[src/rtl/shift_sub_divider.sv]
// shift_sub_divider: sequential restoring (shift-subtract) integer divider.
// Produces one quotient bit per clock; start/ready handshake, sign selects
// two's-complement (1) or unsigned (0) operands.
// Optional macro SHIFT_SUB_DIVIDER_DBZ_FAST_EN: a zero divisor completes one
// edge after start instead of running all DIV_WIDTH iterations.
module shift_sub_divider #(
  parameter int DIV_WIDTH = 4
) (
  input  logic                 clk,
  input  logic                 rst,
  input  logic                 start,
  input  logic                 sign,
  input  logic [DIV_WIDTH-1:0] data_in1,
  input  logic [DIV_WIDTH-1:0] data_in2,
  output logic [DIV_WIDTH-1:0] quotient,
  output logic [DIV_WIDTH-1:0] remainder,
  output logic                 div_by_zero,
  output logic                 ready
);

  localparam int CW = $clog2(DIV_WIDTH + 1);

  typedef enum logic {IDLE, RUN} state_t;

  state_t               state, state_nxt;
  logic [CW-1:0]        cnt;
  logic [DIV_WIDTH-1:0] rem;        // partial remainder, always < divisor
  logic [DIV_WIDTH-1:0] quo;        // dividend bits shift out, quotient bits shift in
  logic [DIV_WIDTH-1:0] dvsr;       // divisor magnitude
  logic [DIV_WIDTH-1:0] dvnd_raw;   // original dividend bits for the zero-divisor result
  logic                 neg_q;
  logic                 neg_r;
  logic                 dbz;

  logic [DIV_WIDTH-1:0] a_mag;
  logic [DIV_WIDTH-1:0] b_mag;
  logic [DIV_WIDTH:0]   rem_sh;
  logic [DIV_WIDTH:0]   trial;
  logic                 q_bit;
  logic [DIV_WIDTH-1:0] q_fin;
  logic [DIV_WIDTH-1:0] r_fin;
  logic                 fast_dbz;
  logic                 load;
  logic                 last;

`ifdef SHIFT_SUB_DIVIDER_DBZ_FAST_EN
  assign fast_dbz = dbz;
`else
  assign fast_dbz = 1'b0;
`endif

  assign ready = (state == IDLE);
  assign load  = (state == IDLE) && start;
  assign last  = (state == RUN) && ((cnt == CW'(DIV_WIDTH - 1)) || fast_dbz);

  // Operand magnitudes and one restoring iteration.
  // The shifted remainder is DIV_WIDTH+1 bits; since rem < divisor before the
  // shift, the true trial lies in signed (DIV_WIDTH+1)-bit range and its MSB is
  // the sign. The stored remainder therefore only needs DIV_WIDTH bits.
  always_comb begin
    a_mag  = (sign && data_in1[DIV_WIDTH-1]) ? -data_in1 : data_in1;
    b_mag  = (sign && data_in2[DIV_WIDTH-1]) ? -data_in2 : data_in2;
    rem_sh = {rem, quo[DIV_WIDTH-1]};
    trial  = rem_sh - {1'b0, dvsr};
    q_bit  = ~trial[DIV_WIDTH];
    q_fin  = {quo[DIV_WIDTH-2:0], q_bit};
    r_fin  = q_bit ? trial[DIV_WIDTH-1:0] : rem_sh[DIV_WIDTH-1:0];
  end

  // State register.
  always_ff @(posedge clk) begin
    if (rst) state <= IDLE;
    else     state <= state_nxt;
  end

  // Next-state logic.
  always_comb begin
    state_nxt = state;
    case (state)
      IDLE:    if (start) state_nxt = RUN;
      RUN:     if (last)  state_nxt = IDLE;
      default: state_nxt = IDLE;
    endcase
  end

  // Datapath: operand load, iteration, and result write on completion.
  always_ff @(posedge clk) begin
    if (rst) begin
      cnt         <= '0;
      rem         <= '0;
      quo         <= '0;
      dvsr        <= '0;
      dvnd_raw    <= '0;
      neg_q       <= 1'b0;
      neg_r       <= 1'b0;
      dbz         <= 1'b0;
      quotient    <= '0;
      remainder   <= '0;
      div_by_zero <= 1'b0;
    end else if (load) begin
      cnt      <= '0;
      rem      <= '0;
      quo      <= a_mag;
      dvsr     <= b_mag;
      dvnd_raw <= data_in1;
      neg_q    <= sign & (data_in1[DIV_WIDTH-1] ^ data_in2[DIV_WIDTH-1]);
      neg_r    <= sign & data_in1[DIV_WIDTH-1];
      dbz      <= (data_in2 == '0);
    end else if (state == RUN) begin
      rem <= r_fin;
      quo <= q_fin;
      cnt <= cnt + 1'b1;
      if (last) begin
        cnt <= '0;
        if (dbz) begin
          quotient    <= '1;
          remainder   <= dvnd_raw;
          div_by_zero <= 1'b1;
        end else begin
          quotient    <= neg_q ? -q_fin : q_fin;
          remainder   <= neg_r ? -r_fin : r_fin;
          div_by_zero <= 1'b0;
        end
      end
    end
  end

endmodule
[config.mk]
export PLATFORM = sky130hd
export DESIGN_NAME = shift_sub_divider
export DESIGN_NICKNAME = d
export VERILOG_FILES = /design/src/rtl/shift_sub_divider.sv
export SDC_FILE = /design/constraint.sdc
export NUM_CORES = 1
export LEC_CHECK = 0
export ABC_CLOCK_PERIOD_IN_PS = 2780
export CAP_MARGIN = 20
export CORE_MARGIN = 1.5
export CORE_UTILIZATION = 28
export DETAILED_ROUTE_END_ITERATION = 10
export GPL_ROUTABILITY_DRIVEN = 0
export MAX_ROUTING_LAYER = met4
export PLACE_DENSITY_LB_ADDON = 0.1
export SYNTH_ARGS = -nofsm -noshare
export SYNTH_HDL_FRONTEND = slang
export SYNTH_SLANG_ARGS = --single-unit
[constraint.sdc]
create_clock -name clk -period 2.78 [get_ports clk]
set_input_delay 0.556 -clock clk [delete_from_list [all_inputs] [get_ports clk]]
set_output_delay 0.556 -clock clk [all_outputs]
set_load 0.01 [all_outputs]
==> reports/summary.txt <==
Die Span Y: 81.2 um
Nets: 262
Tcrit/Tclk final: 96.0%
Number of I/O port buffers: 21
First-pass GRT wire length: 7.26 mm
Placed insts: 306
YS warnings: 0
Routed len/inst: 13.8 um
CTS Hold Bufs: 0
Clk buf depth: 2
Status: finished, final reports clean
Clock transition at path regs: 70 ps
P&R area growth vs syn: 27.9%
Worst-Skew Late Latency: 290 ps
Pwr dens: 531 nW/um2
Routed vias/inst: 4.75
Cell taking the most area after synthesis: dfxtp_1
Grt total ovfl: 0
Placed cell areas: 2090 um2
Sequential Power Share: 43.5%
Max-cap violations: 0
Multi-input logic area: 1010 um2
IO Count: 22
Diodes inserted: 0
Syn Inst Count: 209
Std cell rows: 28
Vias in the first global route: 1,408
TNS Setup: 0 ps
Relative slew slack: 63.4%
Post-layout util: 37.0%
Required @ worst endpoint: 3000 ps
Largest net degree at the start of global routing: 33
Hold path startpoint: cnt[2]$_SDFFE_PP0P_
Reg area: 642 um2
Seq/Total Area, Yosys: 37.4%
Htree depth: 2
Synth Register Bits: 32
Syn Std Cell Area: 1710 um2
CTS buffer count: 5
Via count: 1,497
Share of layout cells above drive strength 1: 15.0%
RSZ-0062 raised after global routing: true
Drt initial violations: 49
Avg Cell Area, Syn: 8.19 um2
Placeable Area: 5920 um2
Post-synth top area share: 37.4%
Detailed-route wire length: 4.34 mm
Worst EP arrival: 2890 ps
Worst-Margin Slew: 548 ps
Filler cells: 641
Clock skew: 7.42 ps
GRT Total Usage: 15.3%
FF-to-FF setup slack: 110 ps
Crit path capture type: flop
Fin. Hold Viols: 0
Top FF cell, synth: dfxtp_1
Hold WC Path Type: flop to flop
Fmax: 375 MHz
Final setup viols: 0
Register-to-Register Path Depth: 13
Synth async-reset ratio: 0%
EDFF count, synth: 0
Die width: 81.2 um
Pint: 0.797 mW
CTS root buf: clkbuf_8
Hpwl dp: 3.20 mm
Worst ir drop on vdd: 190 uV
Slew Viols, Final: 0
Synth area leaders: dfxtp_1 (37%), ha_1 (6.6%), a21oi_1 (5.8%)
Min Tclk post-route: 2670 ps
Critical path type: flop to flop
Hold Path Depth: 2
Clk pwr share: 30.2%
Gate power share: 26.3%
Psw: 0.366 mW
ANT nets after route: 0
Initial antenna violation count: 0
DRC Markers: 0
Synth unique cells: 39
Static leakage power: 0.830 nW
CTS tree: yes
DIE AREA: 6590 um2
Post-synth net total: 231
Final Instance Count excl. Fillers: 315
Worst R2R End: remainder[2]$_SDFFE_PP0P_
Worst Hold Slack: 450 ps
CP Max Fanout: 3
Sw Share: 31.5%
Initial Util: 28.9%
R2R Path Start: quo[3]$_SDFFE_PP0P_
Hold worst-path end: cnt[2]$_SDFFE_PP0P_
Kind of start point of the critical path: flop
Design area: 2190 um2
# clock sinks: 32
Pre-antenna DRT Iters: 4
[critical path, cell delays in order, from the launching register on]
cell and delay, ps:
dfxtp_2 340, inv_2 50, ha_4 150, fa_2 340
nand2b_4 150, a21oi_4 170, xor2_4 220, mux2i_2 260
ha_2 200, nor2b_2 50, xnor2_1 120, or3_4 320
o311a_1 130, nor3_2 90
[placed cells by master (no fill, tap or decap), types with 2 or more instances in the layout]
cell,instances
dfxtp_1,31
nand2_1,26
nor2_1,25
clkdlybuf4s50_1,21
a21oi_1,20
inv_1,13
buf_4,13
xnor2_1,7
nand3_1,7
a211oi_1,7
ha_1,7
o21ai_0,6
o31ai_1,5
clkbuf_8,5
a311oi_1,4
xor2_1,4
nor3_1,3
mux2i_2,2
inv_2,2
nand2b_1,2
nand3b_1,2
and3_1,2
o211ai_1,2
o21a_1,2
[synthesized netlist by cell type (2+ instances only)]
cell type and instances:
nor2b_1 2, inv_1 14, a211oi_1 7, ha_1 9, nor2_1 25, nand2b_1 3, o211ai_1 2, mux2i_1 3
xor2_1 4, nand2_1 26, a311oi_1 4, clkbuf_1 6, nand3b_1 2, and3_1 2, o31ai_1 5, xnor2_1 7
o21a_1 2, o21ai_0 6, dfxtp_1 32, nand3_1 7, buf_2 2, nor3_1 3, a21oi_1 20
[area by class of cell]
class	count	share of cell area [%]
Multi-Input combinational cell	152	46.1
Sequential cell	32	29.3
Timing Repair Buffer	34	14.1
Tap cell	75	4.29
Clock buffer	5	3.14
Inverter	15	2.57
Clock inverter	2	0.571
[state kept, by name, summed over array words and instances, names as in the netlist]
signal / cells
dvnd_raw: 4
dvsr: 4
quo: 4
quotient: 4
rem: 4
remainder: 4
cnt: 3
dbz: 1
div_by_zero: 1
neg_q: 1
neg_r: 1
state: 1
[cell families after synthesis]
group,count (synthesis),synth area share [%]
simple gates,76,20.2
compound gates,50,18.6
flops,32,37.4
buf+inv,25,6.36
xor+xnor,12,7.24
fa+ha+maj,10,7.75
mux,4,2.41
[layer usage]
metal	GRT usage [%]	up-vias	wire [um]
met1	19.4	675	2130
li1	-	780	-
met2	23.5	36	1930
met3	3.82	6	218
met5	-	-	0
met4	5.17	0	62
[timing repair]
item                       4_1_cts  5_1_grt
setup buffers                    1        1
cloned                           0        0
hold endpoints to repair         0        0
setup endpoints to repair        1        2
resized for setup                0        2
pin swaps                        1        2
[metrics by stage]
stage	power (mW)	setup WS, ps
floorplan	0.702	21.3
global placement	0.809	67.3
detailed placement	0.809	-8.68
CTS	1.17	4.56
global route	1.23	-20.0
finish	1.16	111
[power by group through the flow]
stage | Combinational [mW] | Clock [mW] | Sequential [mW]
after floorplan | 0.196 | 0 | 0.506
after global placement | 0.293 | 0 | 0.516
after detailed placement | 0.293 | 0 | 0.516
after CTS | 0.300 | 0.361 | 0.506
after global routing | 0.339 | 0.382 | 0.508
final | 0.306 | 0.352 | 0.506
[worst max path at each step]
stage	to	startpoint	slack, ps	depth (start not counted)
finish	remainder[2]$_SDFFE_PP0P_	quo[3]$_SDFFE_PP0P_	110	13
global route	remainder[2]$_SDFFE_PP0P_	quo[3]$_SDFFE_PP0P_	-20	13
CTS	remainder[2]$_SDFFE_PP0P_	quo[3]$_SDFFE_PP0P_	5	13
detailed placement	remainder[2]$_SDFFE_PP0P_	quo[3]$_SDFFE_PP0P_	-9	13
global placement	remainder[2]$_SDFFE_PP0P_	quo[3]$_SDFFE_PP0P_	70	13
floorplan	remainder[2]$_SDFFE_PP0P_	quo[3]$_SDFFE_PP0P_	20	13
No activity file was read; power rests on OpenSTA's default activity.
